## src/rtl/axi2apb_apb_master.sv

```systemverilog
// axi2apb_apb_master: runs one APB3 transfer per queued single-beat AXI command and returns its B/R response
// Ports:
//   clk, reset        clock, asynchronous active-high reset
//   cmd_*             head of the command queue (held stable until finish_wr/finish_rd pops it)
//   finish_wr/rd      one-cycle pop pulses, asserted in the B/R handshake cycle
//   W*/B*/R*          AXI write data, write response and read data channels
//   P*                APB3 master interface, PSEL one-hot over 16 slaves
module axi2apb_apb_master #(
    parameter int AXI_ID_WIDTH   = 6,
    parameter int APB_ADDR_WIDTH = 12,
    parameter int APB_TIMEOUT    = 255
) (
    input  logic                        clk,
    input  logic                        reset,
    input  logic                        cmd_empty,
    input  logic                        cmd_read,
    input  logic [AXI_ID_WIDTH-1:0]     cmd_id,
    input  logic [APB_ADDR_WIDTH+3:0]   cmd_addr,
    input  logic                        cmd_err,
    output logic                        finish_wr,
    output logic                        finish_rd,
    input  logic [31:0]                 WDATA,
    input  logic [3:0]                  WSTRB,
    input  logic                        WLAST,
    input  logic                        WVALID,
    output logic                        WREADY,
    output logic [AXI_ID_WIDTH-1:0]     BID,
    output logic [1:0]                  BRESP,
    output logic                        BVALID,
    input  logic                        BREADY,
    output logic [AXI_ID_WIDTH-1:0]     RID,
    output logic [31:0]                 RDATA,
    output logic [1:0]                  RRESP,
    output logic                        RLAST,
    output logic                        RVALID,
    input  logic                        RREADY,
    output logic [15:0]                 PSEL,
    output logic                        PENABLE,
    output logic                        PWRITE,
    output logic [APB_ADDR_WIDTH-1:0]   PADDR,
    output logic [31:0]                 PWDATA,
    input  logic [31:0]                 PRDATA,
    input  logic                        PREADY,
    input  logic                        PSLVERR
);
    typedef enum logic [2:0] {ST_IDLE, ST_WDATA, ST_SETUP, ST_ACCESS, ST_RESP} state_t;
    localparam int CW = APB_TIMEOUT > 1 ? $clog2(APB_TIMEOUT + 1) : 1;
    localparam logic [CW:0] TMO = APB_TIMEOUT[CW:0];

    state_t          state, state_n;
    logic            wready_q;
    logic [31:0]     pwdata_q, rdata_q;
    logic [1:0]      resp_q;
    logic [CW-1:0]   cnt;
    logic            w_hs, w_err, tmo, done, resp_hs, active;
    logic            unused_wlast;

    assign unused_wlast = WLAST;
    assign w_hs    = state == ST_WDATA && WVALID && wready_q;
    assign w_err   = cmd_err || WSTRB != 4'hF;
    // The cycle that would bring the wait count to APB_TIMEOUT ends the transfer, unless PREADY arrives in it.
    assign tmo     = APB_TIMEOUT != 0 && !PREADY && ({1'b0, cnt} + 1'b1) == TMO;
    assign done    = state == ST_ACCESS && (PREADY || tmo);
    assign resp_hs = state == ST_RESP && (cmd_read ? RREADY : BREADY);
    assign active  = state == ST_SETUP || state == ST_ACCESS;

    always_ff @(posedge clk or posedge reset) begin
        if (reset) state <= ST_IDLE;
        else       state <= state_n;
    end

    always_comb begin
        state_n = state;
        case (state)
            ST_IDLE:   if (!cmd_empty) state_n = cmd_read ? (cmd_err ? ST_RESP : ST_SETUP) : ST_WDATA;
            ST_WDATA:  if (w_hs) state_n = w_err ? ST_RESP : ST_SETUP;
            ST_SETUP:  state_n = ST_ACCESS;
            ST_ACCESS: if (done) state_n = ST_RESP;
            ST_RESP:   if (resp_hs) state_n = ST_IDLE;
            default:   state_n = ST_IDLE;
        endcase
    end

    always_ff @(posedge clk or posedge reset) begin
        if (reset) begin
            wready_q <= 1'b0;
            pwdata_q <= '0;
            rdata_q  <= '0;
            resp_q   <= '0;
            cnt      <= '0;
        end else begin
            wready_q <= state == ST_WDATA && !w_hs;
            cnt      <= (state == ST_ACCESS && !done && APB_TIMEOUT != 0) ? cnt + 1'b1 : '0;
            if (w_hs) pwdata_q <= WDATA;
            if (state == ST_IDLE && !cmd_empty && cmd_read && cmd_err) begin
                resp_q  <= 2'b10;
                rdata_q <= '0;
            end
            if (w_hs && w_err) resp_q <= 2'b10;
            if (done) begin
                resp_q  <= (tmo || PSLVERR) ? 2'b10 : 2'b00;
                rdata_q <= (cmd_read && PREADY && !PSLVERR) ? PRDATA : '0;
            end
        end
    end

    assign WREADY    = wready_q;
    assign PSEL      = active ? 16'd1 << cmd_addr[APB_ADDR_WIDTH +: 4] : '0;
    assign PENABLE   = state == ST_ACCESS;
    assign PWRITE    = active && !cmd_read;
    assign PADDR     = active ? cmd_addr[APB_ADDR_WIDTH-1:0] : '0;
    assign PWDATA    = pwdata_q;
    assign BVALID    = state == ST_RESP && !cmd_read;
    assign RVALID    = state == ST_RESP && cmd_read;
    assign BID       = BVALID ? cmd_id : '0;
    assign BRESP     = BVALID ? resp_q : '0;
    assign RID       = RVALID ? cmd_id : '0;
    assign RRESP     = RVALID ? resp_q : '0;
    assign RDATA     = RVALID ? rdata_q : '0;
    assign RLAST     = RVALID;
    assign finish_wr = BVALID && BREADY;
    assign finish_rd = RVALID && RREADY;
endmodule

```

## config.mk

```make
export PLATFORM = sky130hd
export DESIGN_NAME = axi2apb_apb_master
export DESIGN_NICKNAME = d
export VERILOG_FILES = /design/src/rtl/axi2apb_apb_master.sv
export SDC_FILE = /design/constraint.sdc
export NUM_CORES = 1
export LEC_CHECK = 0
export ABC_CLOCK_PERIOD_IN_PS = 2700
export CAP_MARGIN = 25
export CORE_MARGIN = 4
export CORE_UTILIZATION = 34
export DETAILED_ROUTE_END_ITERATION = 8
export PLACE_DENSITY = 0.76
export SYNTH_ARGS = -nofsm -noshare
export SYNTH_HDL_FRONTEND = slang
export SYNTH_SLANG_ARGS = --single-unit
export TNS_END_PERCENT = 10
```

## constraint.sdc

```tcl
create_clock -name clk -period 2.7 [get_ports clk]
set_input_delay 0.675 -clock clk [delete_from_list [all_inputs] [get_ports clk]]
set_output_delay 0.675 -clock clk [all_outputs]
set_load 0.02 [all_outputs]
```

* Yosys cells after proc, flatten, opt, wreduce, memory -nomap -nowiden
Index checks and enable logic that the tools add are counted.
Word-level totals: input bits 101, word-level logic and storage cells 75, output and inout bits 116, flip-flop bits (word level) 78
Cells by class: reduce and logical (&&, ||, !) cells 32, eq/ne operators 10, mux-type cells 24, $add $sub $neg 2, shift operators 1
Operators with widths (number):
- 32-bit 2-to-1 mux | 4
- 3-bit 2-to-1 mux | 7
- 1-bit logical AND | 18
- 16-bit 2-to-1 mux | 1
- 1-bit by 4-bit left shift with 16-bit output, first input constant | 1
- 3-bit one-hot mux with 5 select lines | 1
- 12-bit 2-to-1 mux | 1
- 2-bit 2-to-1 mux | 6
- 6-bit 2-to-1 mux | 2
- 8-bit by 1-bit adder with 9-bit output, second input constant | 1
- 9-bit by 8-bit equality test with 1-bit output, second input constant | 1
- 8-bit by 1-bit adder with 8-bit output, second input constant | 1
- 8-bit 2-to-1 mux | 1
- 3-bit by 2-bit equality test with 1-bit output, second input constant | 2
- 1-bit logical NOT | 6
- 2-bit != test, second input constant | 3
- 1-bit logical OR | 4
- 4-bit != test, second input constant | 1
- 4-bit AND reduction | 1
- 3-bit by 1-bit equality test with 1-bit output, second input constant | 1
- 3-bit equality test, second input constant | 1
- 3-bit logical NOT | 1
- 3-bit nonzero test | 1
- 2-bit by 1-bit != test with 1-bit output, second input constant | 1
- other kinds (2) | 2

* Logic depth before layout (Yosys ltp)
word-level depth 8, depth in mapped cells 7

* Worst setup path before layout
OpenSTA, ideal clock, no wires.
path type in2out, start in cmd_addr[13], end out PSEL[0], arrival time 1562 ps, data required time 2025 ps, path buffers 0, stages 2, setup slack 463 ps, cells stage by stage or3_1 -> nor3_1
On the way: word-level cells in the longest chain between the ends 2
RTL lines:
- from (decl) | line 18 | input logic [APB_ADDR_WIDTH+3:0] cmd_addr,
- 1-bit by 4-bit left shift with 16-bit output | line 108 | assign PSEL = active ? 16'd1 << cmd_addr[APB_ADDR_WIDTH +: 4] : '0;
- 16-bit 2-to-1 mux | line 108
- to (decl) | line 37 | output logic [15:0] PSEL,
No other way between the ends.

* Worst setup path after layout
start in cmd_addr[14], end out PSEL[11]
The elaborated chain is that of the path after synthesis.

==> metrics.txt <==
outcome finished, final reports clean; GRT overflow 0; CTS root buf clkbuf_8; Max Fanout on Critical Path 7; Final Critical Period around 2.7 ns; Final Max Slew Viols 0; DRC 0; All-Layer GR Usage ~18%; post-synthesis sequential area ratio 52.7%; Max Cap Viol 0; DR WL/cell 16.6 um; worst hold path class reg2reg; TNS Setup 0 ns; Power Density 779 nW/um^2; final core utilization between 50% and 60%; critical path endpoint category output port; core area 10400 um^2; Post-Syn Area 3660 um^2; Via-to-Cell Ratio 4.83; final setup fails 0; vias 3296; area growth from synthesis to layout 63.7%; CTS tree yes; antenna viol nets, final 0; worst vdd ir between 0.0005 and 0.0006 V; first-iteration detailed-routing DRC count 98; Post-CTS Setup Inserts 0; Worst-path clk slew approximately 0.080 ns; Leakage 0.00275 uW; Synth async-reset ratio 100%; WS Path Type in2out; first-pass GRT wire length 18.0 mm; die area 12500 um^2; synthesized flop and latch total 77; DP Wirelength slightly below 9 mm; CP max stage delay between 0.5 and 0.6 ns; gpl congestion about 0.9; TritonCTS buffer count 9; final wirelength 11.3 mm; depth of the CTS H-tree 3; crit start category input port; final period utilization between 90 and 100%; Yosys warnings 0; EDFF count, synth 0; Final #Nets 645; Fmax achieved 373 MHz; chip width around 110 um; CTS sink cnt 77; Post-Syn Instances 324; initial core utilization a little over a third; Tot Pwr between 4000 and 5000 uW; Diodes inserted 0; I/O Buffers roughly 210; largest net degree at the start of global routing 45; Main synth FF type dfrtp_1; Max Clock Skew around 0.011 ns; post-synth cell types between 40 and 50; crit path DAT 2.01 ns; io pins approximately 220; slowest cell on the critical path clkdlybuf4s50_1; ratio of cells with drive above 1 in the final layout 21.8%; worst path cell trace clkdlybuf4s50_1, nand2b_1, nor2_1, dlygate4sd2_1; DRT Pass-1 Iters 4; worst skew pair latency about 0.34 ns; height of the chip roughly 110 um; row count 37; final instance area approximately 6000 um^2; number of global-route vias before repair 3558; Hold Vio Cnt, Final 0; CP Data Required Time 2.03 ns; CTS max path bufs 2; initial antenna violation count 0; Avg Cell Area, Syn between 10 and 15 um^2; RSZ-0062 raised after global routing yes; Area after DPL roughly 6000 um^2
[layer usage]
metal	global-route usage [%]	part of all wire (%)
met3	6.58	9.6
met1	19.9	40
met4	5.92	1.7
met2	30.8	49
met5	0	0
[critical path: cells and delay by family]
kind          cells  cell delay (ns)
simple gates      2             0.43
buf+inv           2             0.90
[path summary, 6_finish.rpt]
path                               from           to  slack (ns)  cells past startpoint
setup / recovery           cmd_addr[14]     PSEL[11]        0.02                      4
hold / removal               rdata_q[3]   rdata_q[3]        0.50                      1
setup reg to reg                 cnt[0]  rdata_q[15]        0.59                      7
hold reg to reg              rdata_q[3]   rdata_q[3]        0.50                      1
max in group asynchronous         reset       cnt[2]        1.57                      3
min in group asynchronous         reset   PWDATA[17]        0.58                      2
[where the power goes]
group,internal [uW],leakage [uW],switching [uW]
Clock,366,0.0000893,447
Sequential,1590,0.00100,242
Combinational,1090,0.00166,939
Total,3040,0.00275,1630
[cell usage after synthesis (2+ instances only)]
cell type / count / area, um^2
a22o_1: 32 / 280
ha_1: 2 / 25.0
nor2b_1: 5 / 31.3
buf_2: 7 / 35.0
buf_6: 3 / 33.8
nand3b_1: 3 / 22.5
xnor2_1: 2 / 17.5
buf_4: 3 / 22.5
clkbuf_1: 6 / 22.5
mux2_2: 33 / 372
and2_1: 60 / 375
nor3_1: 6 / 30.0
a21oi_1: 5 / 25.0
nand4_1: 3 / 18.8
dfrtp_1: 77 / 1930
xor2_1: 4 / 35.0
nand2_1: 8 / 30.0
nor2_1: 26 / 97.6
or3_1: 2 / 12.5
and4_1: 2 / 17.5
inv_1: 5 / 18.8
and3_1: 2 / 12.5
nand3_1: 4 / 20.0
nand2b_1: 5 / 31.3
[cell type report]
class	instances	area, um^2
fill	892	4430
timing repair buffer	226	2070
clock inverter	6	46.3
sequential	77	1930
tap	136	170
clock buffer	10	138
multi-input combinational	223	1620
inverter	5	20.0
[cell families after synthesis]
group | synth area share, %
multiplexers | 10.4
AO/OA/AOI/OAI | 10.9
other | 0.103
buffers and inverters | 3.76
adder cells (fa/ha/maj) | 0.684
XOR/XNOR | 1.44
flip-flops | 52.7
AND/OR/NAND/NOR | 20.0
[timing repair]
item                       4_1_cts  5_1_grt
setup endpoints to repair       67       51
hold buffers                     0        0
resized for setup              123       56
[cell usage in the layout, fill, tap and decap left out, types with 3 or more instances in the layout]
master           count
mux2_2              33
clkdlybuf4s15_1      3
buf_12               4
nand3_1              4
nor3_1               5
buf_4                9
buf_2                4
nand2b_1             5
a22o_1              32
and2_1              60
clkbuf_8            10
xor2_1               4
dfrtp_1             77
nand4_1              3
nand3b_1             3
nor2b_1              5
a21oi_1              5
dlygate4sd2_1       15
nand2_1              8
nor2_1              26
clkbuf_2            37
clkdlybuf4s15_2      8
clkdlybuf4s50_1    145
inv_1                4
[sequential cells by signal, indices dropped and copies added (netlist names)]
| name | count |
|---|---|
| WREADY | 1 |
| cnt | 8 |
| resp_q | 1 |
| rdata_q | 32 |
| PWDATA | 32 |
| state | 3 |
[metrics by stage]
stage | hold WS (ns) | instances | setup slack (ns)
after global routing | 0.519 | 683 | -0.0133
after floorplan | 0.458 | 325 | 0.0583
after global placement | 0.474 | 667 | -0.341
final | 0.495 | 683 | 0.0183
after detailed placement | 0.474 | 667 | -0.363
after CTS | 0.501 | 683 | 0.000817
No activity file was read; power rests on OpenSTA's default activity.
